--- src/rtl/wb_cpu_arbiter.sv ---
// wb_cpu_arbiter: round-robin two-master Wishbone arbiter, optional watchdog via WB_ARB_TIMEOUT_EN
module wb_cpu_arbiter #(
  parameter int TIMEOUT_BITS = 8
) (
  input  logic        wbm_clk_i,
  input  logic        rst,
  input  logic        m0_cyc_i,
  input  logic        m0_stb_i,
  input  logic        m0_we_i,
  input  logic [31:2] m0_addr_i,
  input  logic [2:0]  m0_cti_i,
  input  logic [1:0]  m0_bte_i,
  input  logic [3:0]  m0_sel_i,
  input  logic [31:0] m0_data_i,
  output logic [31:0] m0_data_o,
  output logic        m0_ack_o,
  output logic        m0_err_o,
  input  logic        m1_cyc_i,
  input  logic        m1_stb_i,
  input  logic        m1_we_i,
  input  logic [31:2] m1_addr_i,
  input  logic [2:0]  m1_cti_i,
  input  logic [1:0]  m1_bte_i,
  input  logic [3:0]  m1_sel_i,
  input  logic [31:0] m1_data_i,
  output logic [31:0] m1_data_o,
  output logic        m1_ack_o,
  output logic        m1_err_o,
  output logic        wbm_cyc_o,
  output logic        wbm_stb_o,
  output logic        wbm_we_o,
  output logic [31:2] wbm_addr_o,
  output logic [2:0]  wbm_cti_o,
  output logic [1:0]  wbm_bte_o,
  output logic [3:0]  wbm_sel_o,
  output logic [31:0] wbm_data_o,
  input  logic [31:0] wbm_data_i,
  input  logic        wbm_ack_i,
  input  logic        wbm_err_i,
  output logic [1:0]  gnt_o
);
  typedef enum logic [1:0] {S_IDLE = 2'b00, S_GNT0 = 2'b01, S_GNT1 = 2'b10} state_t;
  state_t state, state_n;
  logic last, timeout, g0, g1, stb_raw;
  assign g0 = state == S_GNT0;
  assign g1 = state == S_GNT1;
  assign gnt_o = state;
  assign stb_raw = g0 ? m0_stb_i : g1 & m1_stb_i;
  always_ff @(posedge wbm_clk_i) begin
    if (rst) begin
      state <= S_IDLE;
      last <= 1'b1;
    end else begin
      state <= state_n;
      if (state_n != S_IDLE) last <= state_n == S_GNT1;
    end
  end
  always_comb begin
    state_n = g0 && m0_cyc_i ? S_GNT0 :
              g1 && m1_cyc_i ? S_GNT1 :
              g0             ? (m1_cyc_i ? S_GNT1 : S_IDLE) :
              g1             ? (m0_cyc_i ? S_GNT0 : S_IDLE) :
              m0_cyc_i && (!m1_cyc_i || last) ? S_GNT0 :
              m1_cyc_i       ? S_GNT1 : S_IDLE;
  end
  always_comb begin
    wbm_cyc_o  = (g0 ? m0_cyc_i : g1 & m1_cyc_i) & ~timeout;
    wbm_stb_o  = stb_raw & ~timeout;
    wbm_we_o   = g0 ? m0_we_i : g1 & m1_we_i;
    wbm_addr_o = g0 ? m0_addr_i : g1 ? m1_addr_i : '0;
    wbm_cti_o  = g0 ? m0_cti_i : g1 ? m1_cti_i : '0;
    wbm_bte_o  = g0 ? m0_bte_i : g1 ? m1_bte_i : '0;
    wbm_sel_o  = g0 ? m0_sel_i : g1 ? m1_sel_i : '0;
    wbm_data_o = g0 ? m0_data_i : g1 ? m1_data_i : '0;
    m0_data_o  = g0 ? wbm_data_i : '0;
    m1_data_o  = g1 ? wbm_data_i : '0;
    m0_ack_o   = wbm_ack_i & m0_cyc_i & g0 & ~rst;
    m1_ack_o   = wbm_ack_i & m1_cyc_i & g1 & ~rst;
    m0_err_o   = (wbm_err_i | timeout) & m0_cyc_i & g0 & ~rst;
    m1_err_o   = (wbm_err_i | timeout) & m1_cyc_i & g1 & ~rst;
  end
`ifdef WB_ARB_TIMEOUT_EN
  logic [TIMEOUT_BITS-1:0] wd_cnt;
  // fires in the cycle that would carry the count to all-ones; a response that cycle wins
  assign timeout = stb_raw & ~wbm_ack_i & ~wbm_err_i & (wd_cnt == {{(TIMEOUT_BITS-1){1'b1}}, 1'b0});
  always_ff @(posedge wbm_clk_i) begin
    if (rst || state_n != state || wbm_ack_i || wbm_err_i || timeout) wd_cnt <= '0;
    else if (stb_raw) wd_cnt <= wd_cnt + TIMEOUT_BITS'(1);
  end
`else
  assign timeout = TIMEOUT_BITS < 0;
`endif
endmodule

--- config.mk ---
export PLATFORM = sky130hd
export DESIGN_NAME = wb_cpu_arbiter
export DESIGN_NICKNAME = d
export VERILOG_FILES = /design/src/rtl/wb_cpu_arbiter.sv
export SDC_FILE = /design/constraint.sdc
export NUM_CORES = 1
export LEC_CHECK = 0
export CAP_MARGIN = 30
export CELL_PAD_IN_SITES_DETAIL_PLACEMENT = 0
export CELL_PAD_IN_SITES_GLOBAL_PLACEMENT = 2
export CORE_AREA = 2 2 127 129
export DETAILED_ROUTE_END_ITERATION = 8
export DIE_AREA = 0 0 129 131
export PLACE_DENSITY_LB_ADDON = 0.15
export SLEW_MARGIN = 15
export SYNTH_ARGS = -nofsm -noshare
export SYNTH_HDL_FRONTEND = slang
export SYNTH_SLANG_ARGS = --single-unit
--- constraint.sdc ---
create_clock -name wbm_clk_i -period 1.5 [get_ports wbm_clk_i]
set_clock_uncertainty 0.1 [all_clocks]
set_input_delay 0.15 -clock wbm_clk_i [delete_from_list [all_inputs] [get_ports wbm_clk_i]]
set_output_delay 0.15 -clock wbm_clk_i [all_outputs]
set_load 0.02 [all_outputs]
# Word-level counts from Yosys, hierarchy flattened

Index checks and enable logic that the tools add are counted.

Memories kept: 0
Register bits after elaboration: 3
Latch bits: 0
Output and inout port bits: 144
Bits in writable memories: 0
Memory bits (read-only): 0

Reduce and logical (&&, ||, !) cells: 6
$add $sub $neg: 0
Multiply operators: 0
Bitwise logic cells: 16
Shift operators: 0
Order comparisons: 0
Equality and inequality tests: 3
Muxes and demuxes: 22
Divide/modulo/power cells: 0

Operators by type and width:

| operator           | number |
|---|---|
| $mux 32            | 4 |
| $mux 30            | 2 |
| $mux 2             | 8 |
| $and 1x1->1        | 15 |
| $mux 4             | 2 |
| $mux 3             | 2 |
| $eq 2x2->1 const B | 2 |
| $mux 1             | 4 |
| $logic_and 1x1->1  | 3 |
| $eq 2x1->1 const B | 1 |
| $reduce_bool 2->1  | 1 |
| $logic_not 1->1    | 1 |
| $logic_or 1x1->1   | 1 |
| $not 1->1          | 1 |

# Depth between registers and ports, before layout

Gate-level depths: netlist of the first run.

Depth in word-level cells: 9
Gate-level depth with buffers: 5
Depth with buffers taken out: 3

# Least setup slack after synthesis of the first run

OpenSTA, ideal clock, no wires.

Kind: flip-flop to output port
From: register state[1], in the netlist gnt_o[1]
To: output m1_data_o[10]
Setup slack: -2 ps
Cell stages (with the launch flop): 6
Data arrival time: 1252 ps
Buffers on the path: 3
Data required time: 1250 ps
Path through: dfxtp_1 -> nor2b_1 -> buf_2 -> buf_4 -> buf_6 -> and2_1

Cells in the longest elaborated chain, start to end: 2

RTL lines:

| element                | RTL line | source |
|---|---|---|
| from (decl)            | 43       | `state_t state, state_n;` |
| from (signal assigned) | 54       | `state <= state_n;` |
| $eq 2x2->1             | 46       | `assign g1 = state == S_GNT1;` |
| $mux 32                | 76       | `m1_data_o = g1 ? wbm_data_i : '0;` |
| to (decl)              | 26       | `output logic [31:0] m1_data_o,` |

No other way between the ends.

# Worst setup path after layout of the first run

From: register state[1], in the netlist gnt_o[1]
To: output wbm_addr_o[13] (netlist bit)

Cells in the longest elaborated chain, start to end: 3
Elaborated cells between the ends (all ways): 4

RTL lines:

| element     | RTL line | source |
|---|---|---|
| $eq 2x2->1  | 46       |  |
| $mux 30     | 70       | `wbm_addr_o = g0 ? m0_addr_i : g1 ? m1_addr_i : '0;` |
| $mux 30 (*) | 70       |  |
| to (decl)   | 32       | `output logic [31:2] wbm_addr_o,` |

Every way passes the cells marked *; elsewhere a longest branch is shown, timed or not.

==> metrics, run 1 <==
total die area 16900 um2; Design Area, Final 6180 um2; Crit. End Element output pin; first-pass GRT wire length between 15 and 20 mm; WL final 13.4 mm; die height 131 um; setup slack after layout -234 ps; vias in the first global route 2885; Wirelength per Cell 17.6 um; starting density of the core 0.0866; Setup Viol. Count Final 143; fin util 0.396; post-route ant nets 0; nets between 700 and 800; Starting DRT DRC Count 38; failing checks negative setup slack; sequential fraction of the synthesis area 0.0445; Final HPWL DP 9.08 mm; CP bufs+invs 4; H-tree levels 1; max_slew headroom 0.839; final hold viol count 0; Levels on crit path 6; Fill cells 1587; count leader, synth a22o_1; clk slew on worst S/H paths 30 ps; clk root buf clkbuf_16; layout cells sized above 1 0.497; largest net degree at the start of global routing 22; EDFF count, synth 0; CTS tree done; WS Path Type reg -> out; crit path to wbm_addr_o[13]; cells after synthesis 180; Port Buffers between 300 and 400; first element of the critical path gnt_o[1]; LEAKAGE 2.73 nW; critical-path maximum fanout 8; TritonCTS buffer count 3; Yosys reg bits 3; syn_area_per_cell 7.50 um2; R2R Setup Slk -10 ps; max_cap viols 0; initial antenna violation count 0; Hold WC Path Type in -> reg; Final Power 2.52 mW; Max Freq 0.577 GHz; row cnt 46; Synth top area share 0.480; syn nets between 300 and 400; Pre-antenna DRT Iters 6; fin. max-slew vios 0; via count 2985; Skew-Pair Late Insertion Delay 230 ps; Worst-Margin Slew 243 ps; Worst path slowest cell dfxtp_4; Clock Tree Buf Depth 2; R2R depth 7; Worst EP arrival 1480 ps; Async S/R FF share, synth 0; Pwr Density 407 nW/um2; Final Critical Period ~1700 ps; Cell variety after synth 16; critical path, cell by cell nor2b_4 > buf_12 > buf_12 > buf_12 > a22o_1 > buf_6; crit share post-route 1.16; Reg2Reg Capture Point last; Synth area leader a22o_1; Placement Setup Slack -539 ps; Data required, critical path ~1300 ps; Clock Sinks 3; All-Layer GR Usage 0.130; Area growth syn-to-layout 357%; status finished with violations; I/O Pins 328; # DRC 0; Chip Width about 130 um; Cell Area, Placed roughly 4900 um2; main flop type after synthesis dfxtp_1; gp weighted congestion 0.779; most frequent CP cell buf_12; Core ar. 15600 um2; GR Overflow Total 0; CP startpoint kind register; worst hold slack 468 ps; synthesized area between 1000 and 1500 um2; launching point of the worst reg2reg path gnt_o[0]; Via density 3.92; RSZ-0062 raised after global routing yes; Synth Warn # 0; Largest stage delay, worst path approximately 340 ps; critical path's top delay family buffers and inverters; antenna fix cells 0; Synth top cells by count a22o_1, and2_1, buf_2; top post-synthesis cells by area a22o_1, and2_1, buf_2, dfxtp_1, buf_6; Peak supply drop 0.000247 V
worst reg2reg max path, cell delays in order (launching register included):
cell and delay, ps:
dfxtp_4 350, nor2b_4 170, buf_12 160, buf_12 130, buf_16 110, buf_6 100
a21oi_4 30, a211o_1 250
logic make-up (layout without fill, tap and decap cells):
logic type             after synthesis  count (layout)  synth area share
AOI/OAI and AO/OA                   79              79             0.507
and+or+nand+nor                     73              73             0.336
buffers and inverters               25             390             0.112
DFF                                  3               3            0.0445
flip-flops by register name, indices dropped and copies added, names as in the netlist:
register / flops
last: 1
gnt_o: 2
placed cells by master, fill, tap and decap left out:
master,synthesis,routed
and3_4,0,4
buf_4,3,16
o21a_1,2,2
buf_12,0,15
inv_1,1,1
buf_8,0,2
dfxtp_4,0,2
buf_16,0,9
clkbuf_1,4,1
and2_4,0,59
dlygate4sd2_1,0,2
buf_6,4,151
clkdlybuf4s50_1,0,183
nor2b_1,3,1
a22o_1,74,74
nor2b_4,0,2
clkbuf_16,0,10
and2_1,64,5
a211o_1,1,1
nor2_1,1,1
a21boi_0,1,1
dfxtp_1,3,1
nand2b_1,1,1
a21oi_4,0,1
area by class of cell:
type	count	area [um2]	area share
timing repair buffer	385	4420	0.716
clock buffer	4	78.8	0.0128
inverter	1	3.75	0.000608
multi-input combinational	152	1330	0.216
tap	216	270	0.0438
sequential	3	67.6	0.0109
worst min-delay path by stage:
| stage | cells past startpoint | from | slack (ps) | end |
|---|---|---|---|---|
| final | 2 | rst | 470 | last |
| after global placement | 2 | last | 440 | last |
| after CTS | 2 | rst | 480 | last |
| after floorplan | 1 | rst | 140 | last |
| after global routing | 2 | rst | 500 | last |
| after detailed placement | 2 | last | 460 | last |
repair_timing:
item / in CTS / in global routing
setup buffers: 22 / 6
cloned: 10 / 9
pin swaps: 23 / 47
setup endpoints to repair: 145 / 144
hold buffers: 0 / 0
resized for setup: 702 / 243
report_power, final:
group	switching (mW)	leakage, nW	total [mW]	internal [mW]
Clock	0.0809	0.0382	0.432	0.351
Combinational	0.743	2.66	1.99	1.25
Sequential	0.00606	0.0262	0.0907	0.0846
Total	0.830	2.73	2.52	1.69
metal layers:
metal / track usage / wire, um / up-vias
li1: - / - / 1422
met2: 0.264 / 7160 / 188
met5: 0 / 0 / -
met3: 0.0485 / 1390 / 10
met1: 0.128 / 4690 / 1365
met4: 0.0160 / 140 / 0
through the flow:
step / setup TNS, ps / std cells
final: -23120 / 761
after detailed placement: -61980 / 712
after CTS: -24590 / 748
after floorplan: 0 / 180
after global placement: -58040 / 712
after global routing: -29720 / 761
(Power assumes the default switching activity.)
==> run 2, diff against run 1 <==
--- a/config.mk
+++ b/config.mk
@@ -8,7 +8,7 @@
 export CAP_MARGIN = 30
 export CELL_PAD_IN_SITES_DETAIL_PLACEMENT = 0
 export CELL_PAD_IN_SITES_GLOBAL_PLACEMENT = 2
-export CORE_AREA = 2 2 127 129
+export CORE_AREA = 4 4 125 127
 export DETAILED_ROUTE_END_ITERATION = 8
 export DIE_AREA = 0 0 129 131
 export PLACE_DENSITY_LB_ADDON = 0.15
==> run 2 against run 1 <==
The flow still finishes with violations (negative setup slack). Critical endpoint is now wbm_addr_o[31]. Maximum frequency down 8.2%. Sequential share of layout area fell by 0.053 points. Largest cell class unchanged. Sequential cell count did not move. Combinational power rose by 3%. Final cell count is 0.92% lower. Sequential power increased by 2%. Worst hold slack improved by 27 ps.
==> metrics, run 2 (same netlist as run 1, synthesis figures left out) <==
status finished with violations; failing checks negative setup slack; All-Layer GR Usage 0.156; I/O Pins 328; max reg flops 2; nets between 700 and 800; Clock Tree Buf Depth 2; power share of the sequential group 0.036; clk slew on worst S/H paths 30 ps; vias in the first global route 3343; WS Path Type reg -> out; most frequent CP cell buf_6; via count 3147; Data required, critical path 1250 ps; Pwr Density 410 nW/um2; Largest stage delay, worst path 330 ps; total die area 16900 um2; initial antenna violation count 1; GR Overflow Total 0; layout cells sized above 1 0.494; Chip Width 129 um; Int Power ~1.7 mW; RSZ-0062 raised after global routing yes; Area growth syn-to-layout 363%; Pre-antenna DRT Iters 4; commonest non-fill, non-tap cell in the layout clkdlybuf4s50_1; NetSw 0.856 mW; Max Freq 0.529 GHz; commonest non-fill, non-tap cells in the layout clkdlybuf4s50_1, buf_6, a22o_1; Gate power share 0.799; Skew-Pair Late Insertion Delay 220 ps; worst hold slack 495 ps; critical path, cell by cell nor2b_4 > buf_6 > buf_12 > buf_6 > buf_6 > buf_6 > a22o_1 > buf_6; R2R depth 7; Setup Viol. Count Final 143; Clock Sinks 3; Switching Share 0.334; Hold WC Path Type reg -> reg; row cnt 44; critical-path maximum fanout 4; die height 131 um; crit share post-route 1.26; max_cap viols 0; WL final about 15 mm; Port Buffers 327; first-pass GRT wire length 19.8 mm; Crit. End Element output pin; Final HPWL DP 9.68 mm; H-tree levels 1; post-route ant nets 0; Worst EP arrival ~1600 ps; Starting DRT DRC Count 90; Setup Total Neg Slack -32730 ps; clock power share 0.165; Core ar. 14400 um2; final hold viol count 0; max_slew headroom 0.804; Peak supply drop 0.000257 V; register area 65.1 um2; Worst path slowest cell dfxtp_2; largest net degree at the start of global routing 16; clk root buf clkbuf_16; Via density 4.17; setup slack after layout -389 ps; # DRC 0; Final Critical Period 1890 ps; Hold Path Depth 2; LEAKAGE 2.82 nW; Wirelength per Cell 19.8 um; Fill cells around 1400; TritonCTS buffer count 3; CTS tree done; Worst-Margin Slew around 300 ps; Multi-input gate area 1300 um2; CP startpoint kind register; gp weighted congestion 0.757; fin. max-slew vios 0; starting density of the core 0.0936
-- run 2: cell count changes in the layout (fill, tap and decap cells not counted), sizes merged --
cell,previous run,this run
buf,193,220
clkbuf,11,8
diode,0,1
-- run 2: layer usage --
| metal | share of wire | global-route usage | vias to the layer above |
|---|---|---|---|
| met5 | 0 | 0 | - |
| met3 | 0.11 | 0.0585 | 8 |
| met2 | 0.54 | 0.305 | 194 |
| li1 | - | - | 1469 |
| met4 | 0.0048 | 0.0198 | 0 |
| met1 | 0.34 | 0.162 | 1476 |
-- run 2: final timing paths --
kind | end | startpoint | slack [ps]
setup / recovery | wbm_addr_o[31] | gnt_o[1] | -390
hold / removal | gnt_o[0] | last | 500
setup reg to reg | last | gnt_o[0] | -100
hold reg to reg | gnt_o[0] | last | 500
-- run 2: timing repair --
item,CTS,global route
pin swaps,38,51
cloned,16,4
endpoints found under the hold margin,0,0
buffers inserted,48,21
resized for setup,858,106
endpoints found under the setup margin,145,145
hold buffers,0,0
-- run 2: power by group through the flow --
stage | clock network [mW] | logic (mW) | registers [mW]
floorplan | 0 | 0.566 | 0.0943
global route | 0.443 | 2.15 | 0.0931
finish | 0.424 | 2.05 | 0.0926
CTS | 0.428 | 1.98 | 0.0912
detailed placement | 0 | 1.54 | 0.0928
global placement | 0 | 1.55 | 0.0921
-- run 2: critical path, delay by kind of cell (launching register included) --
kind	cells	cell delay, ps
AOI/OAI and AO/OA	1	230
and+or+nand+nor	1	150
buffers and inverters	6	700
DFF	1	330
-- run 2: area by class of cell --
type | count | share of cell area
multi-input combinational | 152 | 0.208
tap | 184 | 0.0368
timing repair buffer | 409 | 0.732
sequential | 3 | 0.0104
clock buffer | 4 | 0.0126
antenna | 1 | 0.000400
inverter | 1 | 0.000600
-- run 2: stage by stage --
| stage | instances | cell area [um2] | setup slack, ps | power [mW] | utilization |
|---|---|---|---|---|---|
| global placement | 677 | 4840 | -503 | 1.64 | 0.336 |
| global route | 754 | 6250 | -434 | 2.69 | 0.433 |
| finish | 754 | 6250 | -389 | 2.57 | 0.433 |
| CTS | 744 | 5960 | -562 | 2.50 | 0.413 |
| floorplan | 180 | 1350 | 7.28 | 0.660 | - |
| detailed placement | 677 | 4840 | -512 | 1.64 | 0.336 |
==> run 3, diff against run 2 <==
--- a/config.mk
+++ b/config.mk
@@ -5,6 +5,7 @@
 export SDC_FILE = /design/constraint.sdc
 export NUM_CORES = 1
 export LEC_CHECK = 0
+export ABC_CLOCK_PERIOD_IN_PS = 1500
 export CAP_MARGIN = 30
 export CELL_PAD_IN_SITES_DETAIL_PLACEMENT = 0
 export CELL_PAD_IN_SITES_GLOBAL_PLACEMENT = 2
@@ -16,3 +17,4 @@
 export SYNTH_ARGS = -nofsm -noshare
 export SYNTH_HDL_FRONTEND = slang
 export SYNTH_SLANG_ARGS = --single-unit
+export TNS_END_PERCENT = 50
==> run 3 against run 2 <==
The flow still finishes with violations (negative setup slack). Sequential share of layout area about the same. Worst setup slack improved by 28 ps. Clock-buffer cell count unchanged. Maximum frequency increased by 1.5%. Worst hold slack got worse by 21 ps. Sequential cell count unchanged. Sequential power decreased by 2.6%. Total power decreased by 2.5%. Die area unchanged. Core utilization decreased by 1.5 points. Critical path depth unchanged. Critical endpoint is now wbm_cti_o[2]. Largest power group unchanged.
==> metrics, run 3 (same netlist as run 1, synthesis figures left out) <==
CTS tree done; GR Overflow Total 0; final hold viol count 0; layout cells sized above 1 0.469; Design Area, Final 6030 um2; WL final 14.8 mm; first-pass GRT wire length between 15 and 20 mm; gp weighted congestion around 0.76; critical path's top delay family buffers and inverters; Max Freq 0.537 GHz; Final Critical Period 1860 ps; # DRC 0; H-tree levels 1; Pwr Density between 400 and 500 nW/um2; Layout Cells excl Fill 734; cell count after placement about 680; max_slew headroom 0.807; initial antenna violation count 0; Peak supply drop 0.000251 V; Worst path slowest cell dfxtp_4; Area growth syn-to-layout 347%; commonest non-fill, non-tap cell in the layout clkdlybuf4s50_1; Setup Total Neg Slack -32760 ps; fin util 0.418; Chip Width between 100 and 150 um; Pre-antenna DRT Iters 4; Via density 4.17; register area 65.1 um2; Clock Tree Buf Depth 2; most frequent CP cell buf_6; CP bufs+invs 6; starting density of the core 0.0936; Setup Viol. Count Final 143; Clock Sinks 3; Cell Area, Placed 4840 um2; max reg flops 2; total die area between 15000 and 20000 um2; Skew-Pair Late Insertion Delay 220 ps; Data required, critical path 1250 ps; clk slew on worst S/H paths around 30 ps; Fill cells 1423; failing checks negative setup slack; LEAKAGE 2.73 nW; Starting DRT DRC Count 62; Crit. End Element output pin; CP startpoint kind register; commonest non-fill, non-tap cells in the layout clkdlybuf4s50_1, buf_6, a22o_1; antenna fix cells 0; critical path, cell by cell nor2b_4 > buf_6 > buf_6 > buf_16 > buf_6 > buf_6 > a22o_4 > buf_6; critical-path maximum fanout 4; nets 735; clk root buf clkbuf_16; TritonCTS buffer count 3; via count 3061; die height 131 um; Port Buffers approximately 330; crit share post-route 1.24; fin. max-slew vios 0; Worst-Margin Slew 289 ps; Worst EP arrival 1610 ps; Wirelength per Cell 20.1 um; status finished with violations; WS Path Type reg -> out; max_cap viols 0; I/O Pins approximately 330; vias in the first global route ~3200; largest net degree at the start of global routing 25; Multi-input gate area 1280 um2; Core ar. 14400 um2; setup slack after layout -361 ps; Final HPWL DP 9.68 mm; post-route ant nets 0; Hold WC Path Type reg -> reg; Largest stage delay, worst path 340 ps; All-Layer GR Usage 0.147; RSZ-0062 raised after global routing yes; row cnt 44
## run 3: cell types whose count changed in the layout (fill, tap and decap cells not counted), moves of 2 or more
cell	change
and3_4	-2
and3_1	+2
and2_4	-3
clkbuf_4	+3
dlygate4sd2_1	-2
and2_1	+3
buf_8	-4
clkbuf_16	+4
buf_4	+5
buf_6	-28
## run 3: what timing repair did
action	in CTS	in global routing
buffers inserted	29	13
pin swaps	12	60
hold buffers	0	0
endpoints found under the hold margin	0	0
resized for setup	526	348
setup endpoints to repair	145	145
cloned	14	8
## run 3: worst min-delay path: cells and delay by family (launching register included)
family             cells  cell delay [ps]
AOI/OAI and AO/OA      2              220
DFF                    1              320
## run 3: path summary, 6_finish.rpt
kind,slack [ps],cells after the start,end,start
setup / recovery,-360,8,wbm_cti_o[2],gnt_o[0]
hold / removal,470,2,last,last
setup reg to reg,-10,6,last,gnt_o[0]
hold reg to reg,470,2,last,last
## run 3: power by group
group | internal (mW) | total (mW) | switching, mW
Combinational | 1.23 | 1.99 | 0.760
Sequential | 0.0856 | 0.0902 | 0.00459
Clock | 0.351 | 0.421 | 0.0708
## run 3: area by class of cell
cell class              count  share of cell area
repair buffers            390               0.726
multi-input cells         152               0.212
well taps                 184              0.0382
clock buffers               4              0.0131
flip-flops and latches      3              0.0108
inverters                   1            0.000622
## run 3: layer usage
| layer | part of all wire | up-vias | routed length, um | global-route usage |
|---|---|---|---|---|
| li1 | - | 1430 | - | - |
| met1 | 0.33 | 1423 | 4830 | 0.150 |
| met2 | 0.55 | 198 | 8060 | 0.293 |
| met3 | 0.12 | 10 | 1770 | 0.0569 |
| met4 | 0.0070 | 0 | 103 | 0.0130 |
| met5 | 0 | - | 0 | 0 |
## run 3: stage by stage
| step | total power, mW | hold slack, ps | setup WS, ps |
|---|---|---|---|
| after floorplan | 0.660 | 144 | 7.28 |
| after global placement | 1.64 | 440 | -503 |
| after detailed placement | 1.64 | 465 | -512 |
| after CTS | 2.30 | 480 | -641 |
| after global routing | 2.62 | 511 | -402 |
| final | 2.50 | 474 | -361 |
